**config.mk**
```make
export PLATFORM = sky130hd
export DESIGN_NAME = bitrev_swap_scheduler_flat
export DESIGN_NICKNAME = d
export VERILOG_FILES = /design/src/rtl/nwc_ctrl_pkg.sv /design/src/rtl/bitrev_swap_scheduler_if.sv /design/src/rtl/bitrev_swap_scheduler_sync_fifo.sv /design/src/rtl/bitrev_swap_scheduler.sv /design/src/flat_wrapper.sv
export SDC_FILE = /design/constraint.sdc
export NUM_CORES = 1
export LEC_CHECK = 0
export ABC_AREA = 1
export CORE_ASPECT_RATIO = 1.4
export CORE_MARGIN = 2
export CORE_UTILIZATION = 40
export DETAILED_ROUTE_END_ITERATION = 16
export SYNTH_ARGS = -nofsm -noshare
export SYNTH_HDL_FRONTEND = slang
export SYNTH_HIERARCHICAL = 1
export SYNTH_SLANG_ARGS = --single-unit
```
**constraint.sdc**
```tcl
create_clock -name clk -period 2.85 [get_ports clk]
set_clock_uncertainty 0.05 [all_clocks]
set_input_delay 0.57 -clock clk [delete_from_list [all_inputs] [get_ports clk]]
set_output_delay 0.57 -clock clk [all_outputs]
set_load 0.05 [all_outputs]
```
**src/rtl/nwc_ctrl_pkg.sv**
```systemverilog
// Shared types and helpers for the NWC/NTT controller slice.
`ifndef D_width
`define D_width 8
`endif
`ifndef RADIX_K1
`define RADIX_K1 1
`endif

package nwc_ctrl_pkg;

  // Index width carried by swap_pair_t; the scheduler's DW must match it.
  localparam int unsigned SWAP_IDX_W = `D_width;

  typedef enum logic [1:0] {
    IDLE  = 2'd0,
    ISSUE = 2'd1,
    DRAIN = 2'd2,
    FIN   = 2'd3
  } bitrev_sched_state_t;

  typedef struct packed {
    logic [SWAP_IDX_W-1:0] idx;
    logic [SWAP_IDX_W-1:0] rev;
  } swap_pair_t;

  // Reversal width: bits per stage times stage count.
  function automatic int unsigned calc_w(input int unsigned rk, input int unsigned l);
    return rk * l;
  endfunction

endpackage

```
**src/rtl/bitrev_swap_scheduler_if.sv**
```systemverilog
// Bit-reverse unit port group plus the swap-pair output stream.
`ifndef D_width
`define D_width 8
`endif

interface bitrev_swap_scheduler_if #(
    parameter int unsigned DW = `D_width
);
    logic [DW-1:0] br_idx;
    logic          br_enable;
    logic [DW-1:0] br_l;
    logic [DW-1:0] br_out;
    logic          pair_valid;
    logic          pair_ready;
    logic [DW-1:0] pair_idx;
    logic [DW-1:0] pair_rev;

    modport master (
        output br_idx, br_enable, br_l,
        input  br_out,
        output pair_valid, pair_idx, pair_rev,
        input  pair_ready
    );

    modport slave (
        input  br_idx, br_enable, br_l,
        output br_out,
        input  pair_valid, pair_idx, pair_rev,
        output pair_ready
    );
endinterface

```
**src/rtl/bitrev_swap_scheduler_sync_fifo.sv**
```systemverilog
// Small synchronous FIFO with occupancy count; storage is cleared on reset.
module sync_fifo #(
    parameter int unsigned WIDTH = 16,
    parameter int unsigned DEPTH = 2,
    localparam int unsigned AW = (DEPTH > 1) ? $clog2(DEPTH) : 1,
    localparam int unsigned CW = $clog2(DEPTH + 1)
) (
    input  logic             clk,
    input  logic             rst,
    input  logic             push,
    input  logic [WIDTH-1:0] push_data,
    input  logic             pop,
    output logic [WIDTH-1:0] pop_data,
    output logic             empty,
    output logic [CW-1:0]    count
);
    logic [WIDTH-1:0] mem [DEPTH];
    logic [AW-1:0]    wr_ptr;
    logic [AW-1:0]    rd_ptr;
    logic             full;
    logic             do_push;
    logic             do_pop;

    assign empty    = (count == '0);
    assign full     = (count == CW'(DEPTH));
    assign do_pop   = pop && !empty;
    assign do_push  = push && (!full || do_pop);
    assign pop_data = mem[rd_ptr];

    // Storage, pointers and occupancy update.
    always_ff @(posedge clk) begin
        if (rst) begin
            for (int unsigned i = 0; i < DEPTH; i++) begin
                mem[i] <= '0;
            end
            wr_ptr <= '0;
            rd_ptr <= '0;
            count  <= '0;
        end else begin
            if (do_push) begin
                mem[wr_ptr] <= push_data;
                wr_ptr      <= (wr_ptr == AW'(DEPTH - 1)) ? '0 : wr_ptr + AW'(1);
            end
            if (do_pop) begin
                rd_ptr <= (rd_ptr == AW'(DEPTH - 1)) ? '0 : rd_ptr + AW'(1);
            end
            if (do_push && !do_pop) begin
                count <= count + CW'(1);
            end else if (!do_push && do_pop) begin
                count <= count - CW'(1);
            end
        end
    end
endmodule

```
**src/rtl/bitrev_swap_scheduler.sv**
```systemverilog
// Sweeps indices through an external registered bit-reverse unit and emits
// (idx, rev) swap pairs on a valid/ready stream.
`ifndef D_width
`define D_width 8
`endif
`ifndef RADIX_K1
`define RADIX_K1 1
`endif

module bitrev_swap_scheduler
  import nwc_ctrl_pkg::*;
#(
  parameter int unsigned DW         = `D_width,
  parameter int unsigned RK         = `RADIX_K1,
  parameter int unsigned FIFO_DEPTH = 2
) (
  input  logic                    clk,
  input  logic                    rst,
  input  logic                    start,
  input  logic [DW-1:0]           l_cfg,
  input  logic                    skip_self,
  bitrev_swap_scheduler_if.master bus,
  output logic                    busy,
  output logic                    done,
  output logic                    cfg_err
);
  localparam int unsigned CW = $clog2(FIFO_DEPTH + 1);

  bitrev_sched_state_t state;
  bitrev_sched_state_t state_next;

  logic [DW-1:0] l_q;
  logic          skip_q;
  logic [DW:0]   cnt;
  logic          inflight;
  logic [DW-1:0] idx_last;

  logic [DW+3:0] w_start;
  logic [DW+3:0] w_run;
  logic          cfg_ok;
  logic [DW:0]   last_idx;

  logic          issue;
  logic          credit;
  logic          push;
  logic          pop;
  logic          fifo_empty;
  logic [CW-1:0] fifo_count;
  swap_pair_t    push_pair;
  swap_pair_t    head_pair;

  assign w_start  = (DW+4)'(calc_w(RK, 32'(l_cfg)));
  assign w_run    = (DW+4)'(calc_w(RK, 32'(l_q)));
  assign cfg_ok   = (w_start != '0) && (w_start <= (DW+4)'(DW));
  assign last_idx = ((DW+1)'(1) << w_run) - (DW+1)'(1);

  assign pop = !fifo_empty && bus.pair_ready;

  // A slot freed by this cycle's pop counts as credit so a continuously
  // ready consumer sees one pair per cycle with only two FIFO entries;
  // occupancy plus in-flight still never exceeds FIFO_DEPTH.
  assign credit = (32'(fifo_count) + 32'(inflight)) < (FIFO_DEPTH + 32'(pop));

  assign push          = inflight && !(skip_q && (idx_last >= bus.br_out));
  assign push_pair.idx = idx_last;
  assign push_pair.rev = bus.br_out;

  assign bus.br_enable  = issue;
  assign bus.br_idx     = issue ? cnt[DW-1:0] : idx_last;
  assign bus.br_l       = l_q;
  assign bus.pair_valid = !fifo_empty;
  assign bus.pair_idx   = head_pair.idx;
  assign bus.pair_rev   = head_pair.rev;

  // State register.
  always_ff @(posedge clk) begin
    if (rst) begin
      state <= IDLE;
    end else begin
      state <= state_next;
    end
  end

  // Next-state decode.
  always_comb begin
    state_next = state;
    case (state)
      IDLE:    if (start && cfg_ok) state_next = ISSUE;
      ISSUE:   if (issue && (cnt == last_idx)) state_next = DRAIN;
      DRAIN:   if (!inflight && fifo_empty) state_next = FIN;
      FIN:     state_next = IDLE;
      default: state_next = IDLE;
    endcase
  end

  // State-dependent outputs.
  always_comb begin
    issue = 1'b0;
    busy  = 1'b0;
    done  = 1'b0;
    case (state)
      IDLE: ;
      ISSUE: begin
        busy  = 1'b1;
        issue = credit;
      end
      DRAIN: busy = 1'b1;
      FIN: begin
        busy = 1'b1;
        done = 1'b1;
      end
      default: ;
    endcase
  end

  // Sweep configuration, issue counter and in-flight tracking.
  always_ff @(posedge clk) begin
    if (rst) begin
      l_q      <= '0;
      skip_q   <= 1'b0;
      cfg_err  <= 1'b0;
      cnt      <= '0;
      inflight <= 1'b0;
      idx_last <= '0;
    end else begin
      inflight <= issue;
      if (issue) begin
        idx_last <= cnt[DW-1:0];
        cnt      <= cnt + (DW+1)'(1);
      end
      if ((state == IDLE) && start) begin
        l_q     <= l_cfg;
        skip_q  <= skip_self;
        cnt     <= '0;
        cfg_err <= !cfg_ok;
      end
    end
  end

  sync_fifo #(
    .WIDTH ($bits(swap_pair_t)),
    .DEPTH (FIFO_DEPTH)
  ) u_fifo (
    .clk       (clk),
    .rst       (rst),
    .push      (push),
    .push_data (push_pair),
    .pop       (pop),
    .pop_data  (head_pair),
    .empty     (fifo_empty),
    .count     (fifo_count)
  );
endmodule

```
**src/flat_wrapper.sv**
```systemverilog
// flat-port wrapper written by rule: the top's interface ports become plain ports
module bitrev_swap_scheduler_flat import nwc_ctrl_pkg::*;
#(
  parameter int unsigned DW         = `D_width,
  parameter int unsigned RK         = `RADIX_K1,
  parameter int unsigned FIFO_DEPTH = 2
)
  (clk, rst, start, l_cfg, skip_self, busy, done, cfg_err, bus_br_idx, bus_br_enable, bus_br_l, bus_br_out, bus_pair_valid, bus_pair_idx, bus_pair_rev, bus_pair_ready);
  bitrev_swap_scheduler_if #(.DW(DW)) bus_i ();
  input  logic clk;
  input  logic rst;
  input  logic start;
  input  logic [DW-1:0] l_cfg;
  input  logic skip_self;
  output logic busy;
  output logic done;
  output logic cfg_err;
  output wire logic [$bits(bus_i.br_idx)-1:0] bus_br_idx;
  output wire logic [$bits(bus_i.br_enable)-1:0] bus_br_enable;
  output wire logic [$bits(bus_i.br_l)-1:0] bus_br_l;
  input wire logic [$bits(bus_i.br_out)-1:0] bus_br_out;
  output wire logic [$bits(bus_i.pair_valid)-1:0] bus_pair_valid;
  output wire logic [$bits(bus_i.pair_idx)-1:0] bus_pair_idx;
  output wire logic [$bits(bus_i.pair_rev)-1:0] bus_pair_rev;
  input wire logic [$bits(bus_i.pair_ready)-1:0] bus_pair_ready;
  assign bus_br_idx = bus_i.br_idx;
  assign bus_br_enable = bus_i.br_enable;
  assign bus_br_l = bus_i.br_l;
  assign bus_i.br_out = bus_br_out;
  assign bus_pair_valid = bus_i.pair_valid;
  assign bus_pair_idx = bus_i.pair_idx;
  assign bus_pair_rev = bus_i.pair_rev;
  assign bus_i.pair_ready = bus_pair_ready;
  bitrev_swap_scheduler #(.DW(DW), .RK(RK), .FIFO_DEPTH(FIFO_DEPTH)) u_core (.clk(clk), .rst(rst), .start(start), .l_cfg(l_cfg), .skip_self(skip_self), .bus(bus_i), .busy(busy), .done(done), .cfg_err(cfg_err));
endmodule
```
After elaboration in Yosys (flattened, before gate mapping)

Memories as Yosys holds them, arrays and structs flattened. A register that Yosys moved wholly into a read port is not among the register bits.
Cells that the tools add are included.

Register bits after elaboration: 34
Memory bits (writable): 32
Input bits: 21
Logic and storage cells: 81
Memories: 1

Memories:

| name              | words | bits a word | rd ports | clocked after Yosys merged registers in | wr ports | RTL line                              | source |
|---|---|---|---|---|---|---|---|
| u_core.u_fifo.mem | 2     | 16          | 1        | 1                                       | 2        | bitrev_swap_scheduler_sync_fifo.sv:17 | `logic [WIDTH-1:0] mem [DEPTH];` |

$add $sub $neg: 8
Magnitude comparators: 3
Equality and inequality tests: 8
Shifts and indexed selects: 1
Muxes and demuxes: 22
Reductions and logical operators: 28

Operators by type and width:

| operator                                                                 | count |
|---|---|
| 32-bit < comparator                                                      | 1 |
| 16-bit 2-to-1 mux                                                        | 1 |
| 16-bit OR reduction                                                      | 1 |
| 1-bit 2-to-1 mux                                                         | 14 |
| 1-bit logical AND                                                        | 12 |
| 12-bit nonzero test                                                      | 1 |
| 2-bit 2-to-1 mux                                                         | 5 |
| 9-bit by 1-bit adder with 9-bit output (second input constant)           | 1 |
| 9-bit equality test                                                      | 1 |
| 1-bit by 8-bit left shift with 9-bit output (first input constant)       | 1 |
| 9-bit by 2-bit subtractor with 9-bit output (second input constant)      | 1 |
| 8-bit greater-or-equal comparator                                        | 1 |
| 8-bit by 4-bit <= comparator with 1-bit output (second input constant)   | 1 |
| 8-bit 2-to-1 mux                                                         | 1 |
| 2-bit one-hot mux with 4 select lines                                    | 1 |
| 1-bit logical NOT                                                        | 7 |
| 2-bit equality test (second input constant)                              | 3 |
| 2-bit by 1-bit inequality test with 1-bit output (second input constant) | 3 |
| 2-bit logical NOT                                                        | 2 |
| 2-bit by 1-bit adder with 3-bit output                                   | 1 |
| 2-bit by 1-bit adder with 3-bit output (first input constant)            | 1 |
| 3-bit AND reduction                                                      | 1 |
| 3-bit OR reduction                                                       | 1 |
| 1-bit adder (second input constant)                                      | 2 |
| 6 further kinds                                                          | 6 |

Logic depth before layout (Yosys ltp)

Gate-level depths: netlist (run 1).

Depth in word-level cells: 11
Mapped depth: 17
Gate-level depth less buffers: 17

Cells and area by module

Netlist (run 1), hierarchy kept.

By module, submodules not included:

| module                | instances | cells an instance | area each (µm²) |
|---|---|---|---|
| bitrev_swap_scheduler | 1         | 293               | 2000.7 |
| sync_fifo             | 1         | 140               | 1689.1 |

Worst setup path after synthesis (run 1)

OpenSTA, ideal clock, no wires.

Path type: input to register
Start: input port bus_br_out[3]
End: memory u_core.u_fifo.mem[0][0] (enable)
Data arrival time: 2.558 ns
Required time: 2.428 ns
Path slack: -0.129 ns
Stages on the path: 10
Buffers on the path: 1
Cell sequence: inv_1 -> ha_1 -> a21oi_1 -> o21ai_0 -> nand4_1 -> o2111ai_1 -> a21boi_0 -> nand4_4 -> buf_6 -> nand2_1

RTL lines:

| what        | RTL line                              | source |
|---|---|---|
| from (decl) | flat_wrapper.sv:21                    | `input wire logic [$bits(bus_i.br_out)-1:0] bus_br_out;` |
| to (decl)   | bitrev_swap_scheduler_sync_fifo.sv:17 |  |

Final worst setup path (run 1)

Start: input port bus_pair_ready
End: output port bus_br_idx[6]

Word-level cells in the longest chain between the ends: 5

RTL lines:

| what                                   | RTL line                     | source |
|---|---|---|
| from (decl)                            | flat_wrapper.sv:25           | `input wire logic [$bits(bus_i.pair_ready)-1:0] bus_pair_ready;` |
| 1-bit logical AND                      | bitrev_swap_scheduler.sv:57  | `assign pop = !fifo_empty && bus.pair_ready;` |
| 2-bit by 1-bit adder with 3-bit output | bitrev_swap_scheduler.sv:62  | `assign credit = (32'(fifo_count) + 32'(inflight)) < (FIFO_DEPTH + 32'(pop));` |
| 32-bit < comparator                    | bitrev_swap_scheduler.sv:62  |  |
| 1-bit 2-to-1 mux                       | bitrev_swap_scheduler.sv:101 | `case (state)` |
| 8-bit 2-to-1 mux                       | bitrev_swap_scheduler.sv:69  | `assign bus.br_idx = issue ? cnt[DW-1:0] : idx_last;` |
| to (decl)                              | flat_wrapper.sv:18           | `output wire logic [$bits(bus_i.br_idx)-1:0] bus_br_idx;` |

No other way between the ends.

==> results of run 1 <==
==> final cells by class <==
cell class | count | area (µm²)
Fill cell | 822 | 4050
Multi-Input combinational cell | 281 | 1700
Sequential cell | 67 | 1660
Timing Repair Buffer | 77 | 836
Inverter | 77 | 290
Clock buffer | 9 | 225
Tap cell | 107 | 134
Clock inverter | 7 | 76.3
==> power by group <==
| group | total, mW | switching [mW] | internal (mW) |
|---|---|---|---|
| registers | 1.24 | 0.103 | 1.14 |
| clock network | 1.11 | 0.431 | 0.682 |
| logic | 2.11 | 1.29 | 0.821 |
==> metal layers <==
layer / GRT usage / vias to the layer above / share of wire
li1: - / 1585 / -
met1: 0.184 / 1416 / 0.40
met2: 0.322 / 80 / 0.54
met3: 0.0323 / 17 / 0.042
met4: 0.0754 / 0 / 0.021
met5: 0 / - / 0
==> state kept, by name (all words and copies together) (netlist names), 2 cells and up, named ones only <==
register	cells
u_core/cnt	9
u_core/u_fifo/mem	32
u_core/bus.br_l	8
u_core/u_fifo/count	2
u_core/idx_last	8
u_core/state	2
==> per-stage QoR <==
step	instances	util	worst slack, ps	hold WS (ps)	setup TNS, ps
after floorplan	433	-	61.2	405	0
after global placement	608	0.512	-199	432	-4580
after detailed placement	608	0.512	-281	447	-9210
after CTS	624	0.546	13.5	460	0
after global routing	625	0.549	8.36	472	0
final	625	0.549	127	434	0
==> placed cells by master (no fill, tap or decap), types with 2 or more instances in the layout <==
master / instances
sky130_fd_sc_hd__clkdlybuf4s50_1: 48
sky130_fd_sc_hd__nor4_1: 3
sky130_fd_sc_hd__buf_4: 18
sky130_fd_sc_hd__edfxtp_1: 32
sky130_fd_sc_hd__clkbuf_16: 9
sky130_fd_sc_hd__nand2_1: 60
sky130_fd_sc_hd__nor2_1: 55
sky130_fd_sc_hd__nand2_4: 2
sky130_fd_sc_hd__buf_12: 11
sky130_fd_sc_hd__nand4_4: 2
sky130_fd_sc_hd__clkinv_2: 2
sky130_fd_sc_hd__a21oi_1: 23
sky130_fd_sc_hd__o31ai_1: 2
sky130_fd_sc_hd__nor2_4: 4
sky130_fd_sc_hd__inv_1: 70
sky130_fd_sc_hd__o21ai_0: 16
sky130_fd_sc_hd__o21ai_1: 2
sky130_fd_sc_hd__or2_2: 3
sky130_fd_sc_hd__ha_1: 18
sky130_fd_sc_hd__o21ai_2: 4
sky130_fd_sc_hd__mux2_2: 16
sky130_fd_sc_hd__nor3_1: 3
sky130_fd_sc_hd__nand4_1: 10
sky130_fd_sc_hd__nand3_2: 3
sky130_fd_sc_hd__inv_2: 6
sky130_fd_sc_hd__xor2_1: 3
sky130_fd_sc_hd__inv_6: 2
sky130_fd_sc_hd__nand2_2: 6
sky130_fd_sc_hd__clkinvlp_4: 2
sky130_fd_sc_hd__dfxtp_1: 34
sky130_fd_sc_hd__nand3_1: 21
sky130_fd_sc_hd__nor2_2: 17
==> path summary, 6_finish.rpt <==
check	startpoint	endpoint
hold reg to reg	u_core/u_fifo/count[0]$_SDFFE_PP0P_	u_core/u_fifo/count[0]$_SDFFE_PP0P_
hold / removal	u_core/u_fifo/count[0]$_SDFFE_PP0P_	u_core/u_fifo/count[0]$_SDFFE_PP0P_
setup / recovery	bus_pair_ready	bus_br_idx[6]
setup reg to reg	u_core/bus.br_l[0]$_SDFFE_PP0P_	u_core/state[1]$_SDFFE_PP0P_
==> cells by family (layout without fill, tap and decap cells) <==
logic type	after synthesis	in the layout
buf+inv	85	170
xor+xnor	3	3
mux	16	16
simple gates	192	192
fa+ha+maj	18	18
flops	67	67
compound gates	52	52
==> repair_timing <==
action	CTS	global route
cloned	0	0
resized for setup	1	9
hold buffers	0	0
endpoints found under the setup margin	4	8
buffers inserted	0	1
pin swaps	0	1
==> results by group, run 1 <==
Final layout
  – Post-route cell area: 4930 µm²
  – Nets: 552
  – Growth of design area from synthesis to finish: 33.5%
  – Share of post-route cells with drive strength above 1: 0.218
  – Antenna Cells: 0

Yosys
  – Mapped Cells: about 430
  – Most used standard cell by instance count after synthesis: sky130_fd_sc_hd__inv_1
  – Count of flip-flops with a built-in enable after synthesis: 32
  – Mapped cell area: ~3700 µm²
  – Top cells by count, synth: sky130_fd_sc_hd__inv_1, sky130_fd_sc_hd__nand2_1, sky130_fd_sc_hd__nor2_1
  – Net Count, Synth: around 470
  – Largest family of logic cells by synthesized area: simple AND/OR/NAND/NOR gates
  – Sequential share of the synthesized area: 0.450
  – Synth unique cells: 35
  – Multiplexer area fraction after synthesis: 0.0488
  – Post-synthesis simple-gate area fraction: 0.264
  – Xor and xnor fraction of the mapped netlist area: 0.00712
  – Async set-reset flop share out of synthesis: 0
  – Share of synthesized cell area in full adder, half adder and majority cells: 0.0610
  – Number of synthesized register bits: 67
  – Synthesized-area fraction occupied by ao, oa, aoi and oai cells: 0.0756
  – Warnings from Yosys: 6
  – Post-Synthesis Mean Instance Area: 8.52 µm²
  – Leading register cell type out of synthesis: sky130_fd_sc_hd__dfxtp_1
  – Area contributors post-synth: sky130_fd_sc_hd__edfxtp_1, sky130_fd_sc_hd__dfxtp_1, sky130_fd_sc_hd__inv_1, sky130_fd_sc_hd__nand2_1, sky130_fd_sc_hd__ha_1
  – Portion of synthesized cell area occupied by the leading cell type: 0.260
  – Post-synth top area cell: sky130_fd_sc_hd__edfxtp_1

Setup path
  – Sum of buffers and inverters on the critical path: 5
  – Critical Path Slowest Stage Cell: sky130_fd_sc_hd__clkdlybuf4s50_1
  – Kind of critical path: in2out
  – Critical path cell sequence: clkdlybuf4s50_1, nand2_1, o21ai_2, nand2_2, buf_4, buf_4, nand2_1, o21ai_1, buf_4, buf_12
  – Stage delay of the slowest cell on the critical path: roughly 480 ps
  – Critical path depth in cells: 10
  – Crit-path max FO: 5
  – CP Data Required Time: between 2000 and 2500 ps
  – Kind of cell adding the most delay to the critical path: buffers and inverters
  – Arrival time worst endpoint: about 2100 ps
  – Kind of capture point of the worst setup path: output port
  – Worst reg2reg path depth: 17
  – Startpoint type of the worst setup path: input port
  – Cell repeated most along the worst path: sky130_fd_sc_hd__buf_4
  – Setup slack of the most critical reg-to-reg path: approximately 440 ps

GRT
  – Total global routing track utilization: 0.173
  – Wire length of the first global-routing pass: ~14000 µm
  – Number of antenna violations at the first check in global routing: 0
  – Total global routing overflow: 0
  – Via count of the first global-routing pass: 3089
  – Largest net degree at the start of global routing: 18

CTS
  – Clock Sink Count: 67
  – Clock slew at the register clock pins of the worst setup and hold paths: ~60 ps
  – Number of buffers inserted during clock tree synthesis: 9
  – Clock Tree Buf Depth: 2
  – Clock tree from TritonCTS: done
  – Source-to-sink clock delay at the later pin of the worst-skew pair: between 300 and 400 ps
  – CTS Root Buffer Type: sky130_fd_sc_hd__clkbuf_16
  – Number of levels the H-tree was split into: 3

STA
  – Final-report setup violation count: 0
  – Fmax: 0.367 GHz
  – Minimum clock period after layout: 2720 ps
  – Share of the cycle needed by the critical path after routing: 0.955
  – Pin slew with the least headroom to its limit: 511 ps
  – Total count of hold-check failures in the final report: 0
  – RSZ-0062 raised after global routing: no
  – Fin. max-slew vios: 0
  – Worst-case headroom to the max-slew limit: 0.658

Detailed routing
  – 1st-pass router iterations: 4
  – Drt via density: ~5
  – Drt initial violations: approximately 130
  – Count of vias placed by the detailed router: between 3000 and 4000
  – Detail-routed net length per standard cell: 13.0 µm
  – Residual DRC: 0
  – Final antenna-violating net count: 0
  – Total wirelength of the detailed-routed design: approximately 8100 µm

Floorplan
  – Die height: 118 µm
  – Row Count: 41
  – Core area: ~9000 µm²
  – Number of top-level pins: between 50 and 60
  – Total die area: between 10000 and 15000 µm²
  – DIE WIDTH: approximately 85 µm
  – Initial Util: 0.411

Power and ir drop
  – Power density over the cells: 906 nW/µm²
  – Worst ir drop on vdd: around 0.5 mV
  – Power after layout: between 4 and 5 mW
  – Leakage: between 2 and 2.5 nW

Min path
  – Worst Hold Path Cells: 1
  – Kind of path behind the tightest hold check: reg2reg

Outcome
  – Result of the run: finished clean

Place
  – # port buffers: between 50 and 60
  – Cell area reported after detailed placement: approximately 4600 µm²
  – HPWL reported at the end of detailed placement: 6300 µm
  – Placer congestion estimate: 0.841

Job
  – Number of maximum-capacitance constraint violations: 0
(Power assumes the default switching activity.)
==> run 2, diff against run 1 <==
- CORE_MARGIN: 2 -> 4
- CTS_CLUSTER_SIZE: unset -> 24
==> run 2 against run 1 <==
Compared with the run above:
- sequential share of layout area rose by 0.095 points
- non-clock buffer count fell by 6
- utilization is 0.51 points lower
- critical path depth fell by 1
- first-iteration DRC count decreased by 41%
- sequential cell count is the same
- register-to-register slack about the same
- total power rose by 2.2%
- maximum frequency is 1.1% higher
- largest cell class unchanged
- routed wire length grew 0.50%
- worst setup slack gained 31 ps
- sequential power about the same
==> results by group, run 2 (synthesis gave the netlist of run 1 again) <==
Setup path
  – Startpoint type of the worst setup path: flip-flop (was input port)
  – CP Data Required Time: 2230 ps (about the same)
  – Kind of critical path: reg2out (was in2out)
  – Kind of capture point of the worst setup path: output port (unchanged)
  – Arrival time worst endpoint: 2070 ps (was 2100 ps)
  – Setup slack of the most critical reg-to-reg path: 450 ps (was 440 ps)
  – Crit-path max FO: 8 (was 5)

GRT
  – Via count of the first global-routing pass: 2935 (was 3089)
  – Wire length of the first global-routing pass: 13400 µm (was 13800 µm)
  – Number of antenna violations at the first check in global routing: 0 (unchanged)
  – Total global routing track utilization: 0.161 (was 0.173)
  – Total global routing overflow: 0 (unchanged)
  – Largest net degree at the start of global routing: 18 (unchanged)

Final layout
  – Nets: 546 (was 552)
  – Filler instances: 856 (was 822)
  – Antenna Cells: 0 (unchanged)
  – Largest reg by FF count: u_core/u_fifo/mem (unchanged)
  – Growth of design area from synthesis to finish: 33.0% (was 33.5%)
  – Largest registers: u_core/u_fifo/mem: 32 flops, u_core/cnt: 9 flops (unchanged)
  – Combined flip-flop and latch cell area: 1660 µm² (about the same)
  – Share of post-route cells with drive strength above 1: 0.203 (was 0.218)
  – Flip-flop count of the largest register after layout: 32 (unchanged)
  – Multi-input combinational cell area: 1690 µm² (was 1700 µm²)
  – Leading cell type in the layout, fill and taps excluded: sky130_fd_sc_hd__inv_1 (unchanged)
  – Commonest cells after routing, fill and taps aside: sky130_fd_sc_hd__inv_1, sky130_fd_sc_hd__nand2_1, sky130_fd_sc_hd__nor2_1 (unchanged)
  – Post-route non-filler standard cell count: 619 (was 625)

Detailed routing
  – Detail-routed net length per standard cell: 13.2 µm (was 13.0 µm)
  – Drt initial violations: 78 (was 133)
  – Drt via density: 4.89 (was 4.96)
  – Residual DRC: 0 (unchanged)
  – Count of vias placed by the detailed router: 3026 (was 3098)
  – Final antenna-violating net count: 0 (unchanged)
  – Total wirelength of the detailed-routed design: 8180 µm (was 8140 µm)
  – 1st-pass router iterations: 4 (unchanged)

STA
  – Fin. max-slew vios: 0 (unchanged)
  – Total count of hold-check failures in the final report: 0 (unchanged)
  – Worst-case headroom to the max-slew limit: 0.658 (about the same)
  – Final-report setup violation count: 0 (unchanged)
  – Pin slew with the least headroom to its limit: 511 ps (about the same)
  – Minimum clock period after layout: 2690 ps (was 2720 ps)
  – Share of the cycle needed by the critical path after routing: 0.944 (was 0.955)
  – RSZ-0062 raised after global routing: no (unchanged)
  – Fmax: 0.372 GHz (was 0.367 GHz)
  – Hold slack final: 454 ps (was 434 ps)
  – Fin Setup TNS: 0 ps (unchanged)

CTS
  – Clock tree from TritonCTS: done (unchanged)
  – Clock Sink Count: 67 (unchanged)
  – Post-CTS setup buffer count: 0 (unchanged)
  – Number of levels the H-tree was split into: 3 (unchanged)
  – Source-to-sink clock delay at the later pin of the worst-skew pair: 330 ps (about the same)
  – Number of buffers inserted during clock tree synthesis: 9 (unchanged)
  – Clock Tree Buf Depth: 2 (unchanged)
  – CTS Root Buffer Type: sky130_fd_sc_hd__clkbuf_16 (unchanged)
  – Clock slew at the register clock pins of the worst setup and hold paths: 60 ps (about the same)

Power and ir drop
  – Worst ir drop on vdd: 0.484 mV (was 0.512 mV)
  – Power after layout: 4.56 mW (was 4.46 mW)
  – Power density over the cells: 929 nW/µm² (was 906 nW/µm²)
  – Leakage: 2.09 nW (was 2.10 nW)

Floorplan
  – Total die area: 10800 µm² (was 10000 µm²)
  – Initial Util: 0.409 (was 0.411)
  – Number of top-level pins: 58 (unchanged)
  – DIE WIDTH: 89.2 µm (was 85.2 µm)
  – Row Count: 41 (unchanged)
  – Core area: 9030 µm² (was 8980 µm²)
  – Die height: 122 µm (was 118 µm)

Place
  – DP Cell Count: 603 (was 608)
  – # port buffers: 57 (unchanged)
  – Placer congestion estimate: 0.816 (was 0.841)
  – HPWL reported at the end of detailed placement: 6280 µm (was 6300 µm)

Outcome
  – Result of the run: finished clean (unchanged)

Job
  – Number of maximum-capacitance constraint violations: 0 (unchanged)

Min path
  – Kind of path behind the tightest hold check: reg2reg (unchanged)
[run 2: cell count changes in the layout (fill, tap and decap cells not counted), sizes merged]
cell	delta
bufinv	+2
clkinvlp	-1
inv	-2
buf	-6
clkinv	+1
[run 2: where the power goes]
group | internal, mW | total (mW) | switching [mW]
clock network | 0.851 | 1.26 | 0.410
registers | 1.14 | 1.25 | 0.107
logic | 0.789 | 2.05 | 1.27
total | 2.78 | 4.56 | 1.78
[run 2: worst max-delay path, stage by stage, from the launching register on]
cell                      delay (ps)
sky130_fd_sc_hd__dfxtp_1         360
sky130_fd_sc_hd__ha_1            200
sky130_fd_sc_hd__ha_1            280
sky130_fd_sc_hd__o21ai_2          70
sky130_fd_sc_hd__nand2_2          90
sky130_fd_sc_hd__inv_2            80
sky130_fd_sc_hd__or2_2           270
sky130_fd_sc_hd__o21ai_1         130
sky130_fd_sc_hd__inv_1           100
sky130_fd_sc_hd__buf_12          160
[run 2: final timing paths]
check / startpoint / to / cells after the start
setup / recovery: u_core/u_fifo/count[0]$_SDFFE_PP0P_ / bus_br_idx[4] / 9
hold / removal: u_core/skip_q$_SDFFE_PP0P_ / u_core/skip_q$_SDFFE_PP0P_ / 2
setup reg to reg: u_core/bus.br_l[5]$_SDFFE_PP0P_ / u_core/state[0]$_SDFFE_PP0P_ / 17
hold reg to reg: u_core/skip_q$_SDFFE_PP0P_ / u_core/skip_q$_SDFFE_PP0P_ / 2
[run 2: final cells by class]
cell class / instances / share of cell area
Inverter: 77 / 0.0591
Clock buffer: 9 / 0.0459
Multi-Input combinational cell: 281 / 0.344
Tap cell: 107 / 0.0273
Clock inverter: 7 / 0.0237
Sequential cell: 67 / 0.339
Timing Repair Buffer: 71 / 0.161
[run 2: timing repair]
action,CTS,global route
setup endpoints to repair,0,5
hold buffers,0,0
resized for setup,0,6
[run 2: stage by stage]
stage,worst slack (ps),area [µm²],utilization
floorplan,61.2,3690,-
global placement,-107,4560,0.505
detailed placement,-189,4560,0.505
CTS,1.29,4900,0.543
global route,21.7,4910,0.544
finish,158,4910,0.544
[run 2: per-layer routing]
layer,track usage,wire [µm],vias up
li1,-,-,1570
met1,0.172,3190,1365
met2,0.293,4380,77
met3,0.0379,432,14
met4,0.0708,170,0
met5,0,0,-
==> run 3, diff against run 2 <==
- CAP_MARGIN: unset -> 10
- CORE_MARGIN: 4 -> 2
- HOLD_SLACK_MARGIN: unset -> 0.03
==> results of run 3 <==
No change in the layout: final DEF, timing and power equal those of run 1.
